--- src/rtl/wbank_sched.sv ---
// Lockstep read-address sequencer for the 16-bank weight memory. Markers travel with the
// read latency. Optional feature: define WBANK_SCHED_ABORT_EN to add the `abort` input.
module wbank_sched #(
    parameter int unsigned ADDR_W = 4,
    parameter int unsigned DEPTH  = 16,
    parameter int unsigned NPASS  = 4,
    parameter int unsigned RD_LAT = 1,
    localparam int unsigned PASS_W = (NPASS > 1) ? $clog2(NPASS) : 1
) (
    input  logic              clk,
    input  logic              xrst,
    input  logic              start,
    input  logic              stall,
`ifdef WBANK_SCHED_ABORT_EN
    input  logic              abort,
`endif
    output logic [ADDR_W-1:0] raddr,
    output logic              rd_valid,
    output logic              acc_clr,
    output logic              rd_last,
    output logic [PASS_W-1:0] pass_idx,
    output logic              busy,
    output logic              finish
);

    localparam logic [1:0] StIdle  = 2'd0;
    localparam logic [1:0] StRun   = 2'd1;
    localparam logic [1:0] StDrain = 2'd2;
    localparam logic [1:0] StDone  = 2'd3;

    localparam logic [ADDR_W-1:0] LastAddr  = ADDR_W'(DEPTH - 1);
    localparam logic [PASS_W-1:0] LastPass  = PASS_W'(NPASS - 1);
    localparam logic [1:0]        LastDrain = 2'(RD_LAT - 1);

    typedef struct packed {
        logic              vld;
        logic              first;
        logic              last;
        logic [PASS_W-1:0] pass;
    } rd_tag_t;

    logic [1:0]        state_q, state_d;
    logic [ADDR_W-1:0] addr_q, addr_d;
    logic [PASS_W-1:0] pass_q, pass_d;
    logic [1:0]        drain_q, drain_d;
    logic              issue;
    logic              abort_hit;
    rd_tag_t           issue_tag;
    rd_tag_t           pipe_q [RD_LAT];

`ifdef WBANK_SCHED_ABORT_EN
    assign abort_hit = abort && ((state_q == StRun) || (state_q == StDrain));
`else
    assign abort_hit = 1'b0;
`endif

    assign issue = (state_q == StRun) && !stall;

    always_comb begin
        issue_tag.vld   = issue;
        issue_tag.first = issue && (addr_q == '0);
        issue_tag.last  = issue && (addr_q == LastAddr);
        issue_tag.pass  = issue ? pass_q : '0;
    end

    always_comb begin
        state_d = state_q;
        addr_d  = addr_q;
        pass_d  = pass_q;
        drain_d = drain_q;
        unique case (state_q)
            StIdle: begin
                if (start) begin
                    state_d = StRun;
                    addr_d  = '0;
                    pass_d  = '0;
                end
            end
            StRun: begin
                if (!stall) begin
                    if (addr_q != LastAddr) begin
                        addr_d = addr_q + 1'b1;
                    end else if (pass_q != LastPass) begin
                        addr_d = '0;
                        pass_d = pass_q + 1'b1;
                    end else begin
                        state_d = StDrain;
                        drain_d = '0;
                    end
                end
            end
            StDrain: begin
                if (drain_q == LastDrain) begin
                    state_d = StDone;
                end else begin
                    drain_d = drain_q + 1'b1;
                end
            end
            StDone: state_d = StIdle;
            default: state_d = StIdle;
        endcase
        if (abort_hit) begin
            state_d = StIdle;
        end
    end

    always_ff @(posedge clk or posedge xrst) begin
        if (xrst) begin
            state_q <= StIdle;
            addr_q  <= '0;
            pass_q  <= '0;
            drain_q <= '0;
            for (int i = 0; i < int'(RD_LAT); i++) begin
                pipe_q[i] <= '0;
            end
        end else begin
            state_q <= state_d;
            addr_q  <= addr_d;
            pass_q  <= pass_d;
            drain_q <= drain_d;
            // Abort drops everything in flight, including a read issued this cycle.
            if (abort_hit) begin
                for (int i = 0; i < int'(RD_LAT); i++) begin
                    pipe_q[i] <= '0;
                end
            end else begin
                pipe_q[0] <= issue_tag;
                for (int i = 1; i < int'(RD_LAT); i++) begin
                    pipe_q[i] <= pipe_q[i-1];
                end
            end
        end
    end

    always_comb begin
        raddr    = addr_q;
        rd_valid = pipe_q[RD_LAT-1].vld;
        acc_clr  = pipe_q[RD_LAT-1].first;
        rd_last  = pipe_q[RD_LAT-1].last;
        pass_idx = pipe_q[RD_LAT-1].pass;
        busy     = (state_q == StRun) || (state_q == StDrain);
        finish   = (state_q == StDone);
    end

endmodule

--- config.mk ---
export PLATFORM = sky130hd
export DESIGN_NAME = wbank_sched
export DESIGN_NICKNAME = d
export VERILOG_FILES = /design/src/rtl/wbank_sched.sv
export SDC_FILE = /design/constraint.sdc
export NUM_CORES = 1
export LEC_CHECK = 0
export CAP_MARGIN = 25
export CORE_MARGIN = 2
export CORE_UTILIZATION = 29
export CTS_CLUSTER_DIAMETER = 150
export DETAILED_ROUTE_END_ITERATION = 7
export RECOVER_POWER = 100
export SKIP_LAST_GASP = 1
export SLEW_MARGIN = 20
export SYNTH_ARGS = -nofsm -noshare
export SYNTH_HDL_FRONTEND = slang
export SYNTH_SLANG_ARGS = --single-unit
--- constraint.sdc ---
create_clock -name clk -period 1.8 [get_ports clk]
set_input_delay 0.45 -clock clk [delete_from_list [all_inputs] [get_ports clk]]
set_output_delay 0.45 -clock clk [all_outputs]
set_load 0.03 [all_outputs]
==> impl_metrics.env <==
export IMPL_synthFlopType="dfrtp_1"
export IMPL_grt_first_pass_wirelength_mm=2.601
export IMPL_power_density_nw_per_um2=1576
export IMPL_finalSetupViolCount=0
export IMPL_netSwitchingPower_w=0.0007488
export IMPL_worstSetupStartpointType="flop"
export IMPL_synth_compound_area_share_pct=9.131
export IMPL_cts_made_buffers=3
export IMPL_wire_per_inst_um=11.69
export IMPL_hold_start="pass_q[1]$_DFFE_PP0P_"
export IMPL_ios=15
export IMPL_finalHoldViolations=0
export IMPL_path_clk_slew_ns=0.09
export IMPL_worstSkewPairLatency_ns=0.28
export IMPL_hold_path_depth=1
export IMPL_cp_required_ns=1.35
export IMPL_first_iter_violations=10
export IMPL_core_um2=2781
export IMPL_fin_cells=135
export IMPL_grt_pass1_vias=630
export IMPL_synth_simple_area_share_pct=20.18
export IMPL_reg2reg_from="state_q[0]$_DFFE_PP0P_"
export IMPL_pwr_share_clk_pct=11.3
export IMPL_synth_top_family_by_area="simple AND/OR/NAND/NOR gates"
export IMPL_p_int_w=0.0009449
export IMPL_worst_path_max_delay_cell="dfrtp_1"
export IMPL_combPwrFrac_pct=58.3
export IMPL_syn_avg_cell_area_um2=10.49
export IMPL_layout_nets=118
export IMPL_fill_cells=285
export IMPL_syn2layout_area_growth_pct=26.51
export IMPL_synth_mux_area_share_pct=7.806
export IMPL_syn_inst=81
export IMPL_hp_class="flop to flop"
export IMPL_dpl_cell_count=131
export IMPL_irDropWorstVdd_v=0.0009905
export IMPL_gp_congestion=0.7210
export IMPL_hold_ws_ns=0.5208
export IMPL_skew_ns=0.004851
export IMPL_path_class="flop to output pin"
export IMPL_fin_util_pct=38.64
export IMPL_final_cell_mix="15 x dfrtp_1, 13 x nand2_1, 9 x inv_1, 9 x ha_1, 7 x clkdlybuf4s50_1"
export IMPL_fmaxAchievable_ghz=0.5761
export IMPL_yosys_warnings=0
export IMPL_r2r_end="pass_q[0]$_DFFE_PP0P_"
export IMPL_totalWireLength_mm=1.578
export IMPL_slew_viol_final=0
export IMPL_p_leak_nw=0.5371
export IMPL_std_cell_rows=19
export IMPL_synth_top_area_share_pct=44.18
export IMPL_antenna_left=0
export IMPL_cts_tree="yes"
export IMPL_drc=0
export IMPL_synth_xor_area_share_pct=0
export IMPL_cpPeakStageDelay_ns=0.44
export IMPL_ys_seq_area_share_pct=44.18
export IMPL_hold_path_end="pass_idx[1]$_DFF_PP0_"
export IMPL_path_max_fanout=4
export IMPL_regArea_um2=375.4
export IMPL_outcome="complete, no violations"
export IMPL_avgViaCountPerCell=4.778
export IMPL_synth_nets=94
export IMPL_slew_headroom_pct=62.64
export IMPL_dr_pass1_iters=3
export IMPL_synth_adder_area_share_pct=13.25
export IMPL_num_vias=645
export IMPL_rsz0062_at_grt="no"
export IMPL_layout_min_cycle_time_ns=1.736
export IMPL_synth_async_sr_flop_share_pct=100.0
export IMPL_worstRegToRegCells=6
export IMPL_die_height_um=58.13
export IMPL_diodes=0
export IMPL_htree_levels=1
export IMPL_clock_path_buffers=2
export IMPL_grt_start_max_net_pins=16
export IMPL_arrival_ns=1.29
export IMPL_synth_seq_cells=15
export IMPL_crit_chain="ha_1, dlygate4sd2_1"
export IMPL_die_area_um2=3379
export IMPL_antenna_found_initial=0
export IMPL_multiInputGateArea_um2=420.4
export IMPL_seq_power_share_pct=30.4
export IMPL_layout_cells_most_common="dfrtp_1"
export IMPL_synth_cell_type_count=28
export IMPL_sw_frac_of_total_pct=44.21
export IMPL_grt_use_total_pct=10.25
export IMPL_worstMarginPinSlew_ns=0.5598
export IMPL_grt_overflow=0
export IMPL_cts_root_buf="clkbuf_4"
export IMPL_cts_sinks=15
export IMPL_maxCapViolCount=0
export IMPL_min_period_over_period_pct=96.44
export IMPL_drive_above_1_share_pct=15.38
export IMPL_dp_hpwl_mm=1.203
export IMPL_synth_area_leaders="dfrtp_1 44%, ha_1 13%, nand2_1 5.3%, inv_1 4.9%, mux2i_1 4.7%"
export IMPL_end_kind="output pin"
export IMPL_start_util_pct=30.54
export IMPL_io_buffers=14
export IMPL_synth_top_area_cell="dfrtp_1"
export IMPL_synth_area_um2=849.6
export IMPL_reg2reg_slack_ns=0.13
export IMPL_synth_edf_count=0
export IMPL_die_w_um=58.13
==> worst max path at each step <==
| stage | from | endpoint | slack [ns] |
|---|---|---|---|
| after floorplan | raddr[0]$_DFFE_PP0P_ | pass_q[0]$_DFFE_PP0P_ | 0.12 |
| after global placement | stall | state_q[1]$_DFFE_PP0P_ | -0.06 |
| after detailed placement | stall | state_q[1]$_DFFE_PP0P_ | -0.06 |
| after CTS | state_q[0]$_DFFE_PP0P_ | busy | 0.03 |
| after global routing | state_q[1]$_DFFE_PP0P_ | state_q[1]$_DFFE_PP0P_ | 0.005 |
| final | state_q[0]$_DFFE_PP0P_ | finish | 0.06 |
==> cells in the mapped netlist, drive strengths merged, types with 2 or more instances <==
cell and instances:
nor2 2, nand2 14, mux2 2, mux2i 4, dfrtp 15, ha 9
inv 11, o2111ai 2, and2 2, nand3 4, nand2b 3
==> routing by layer <==
metal / share of wire, % / wire length, um / vias up / GRT usage, %
met5: 0 / 0 / - / 0
met4: 0.70 / 11 / 0 / 1.993
met3: 6.5 / 102 / 4 / 4.911
met2: 48 / 754 / 16 / 16.56
met1: 45 / 710 / 300 / 12.53
li1: - / - / 325 / -
==> cell families after synthesis <==
kind of cell               Yosys count
and+or+nand+nor                     29
DFF                                 15
buffers and inverters               12
AOI/OAI and AO/OA                   10
adders and majority gates            9
muxes                                6
==> power by group through the flow <==
stage	clock [W]	combinational (W)	sequential (W)
5_1_grt	0.000212	0.00111	0.000528
6_report	0.000191	0.000987	0.000516
2_1_floorplan	0	0.000608	0.000601
4_1_cts	0.000201	0.00103	0.000515
3_5_place_dp	0	0.00105	0.000522
3_3_place_gp	0	0.00103	0.000515
==> stage by stage <==
step	setup TNS, ns	setup WS, ns	cell area, um2	power, W
6_report	0	0.06416	1075	0.001694
5_1_grt	0	0.005093	1075	0.001848
4_1_cts	0	0.02862	1086	0.001746
3_5_place_dp	-0.1033	-0.05939	1066	0.001570
3_3_place_gp	-0.1001	-0.05549	1066	0.001546
2_1_floorplan	0	0.1188	849.6	0.001210
==> what timing repair did <==
| item | 4_1_cts | 5_1_grt |
|---|---|---|
| hold buffers | 0 | 0 |
| resized for setup | 5 | 4 |
| pin swaps | 0 | 0 |
| setup buffers | 0 | 0 |
| endpoints found under the setup margin | 5 | 3 |
==> worst max-delay path, delay by kind of cell (launching register included) <==
kind	cells	cell delay, ns
flip-flops	1	0.44
adder cells (fa/ha/maj)	1	0.21
buffers and inverters	1	0.35
==> final cells by class <==
| class | instances | area share [%] |
|---|---|---|
| repair buffers | 20 | 16.07 |
| inverters | 11 | 3.842 |
| well taps | 31 | 3.609 |
| clock buffers | 4 | 2.445 |
| flip-flops and latches | 15 | 34.92 |
| multi-input cells | 54 | 39.12 |
==> state kept, by name (all words and copies together), names as in the netlist <==
register and cells:
rd_last 1, pass_q 2, rd_valid 1, raddr 4, acc_clr 1, state_q 2
pass_idx 2, drain_q 2
(Power assumes the default switching activity.)
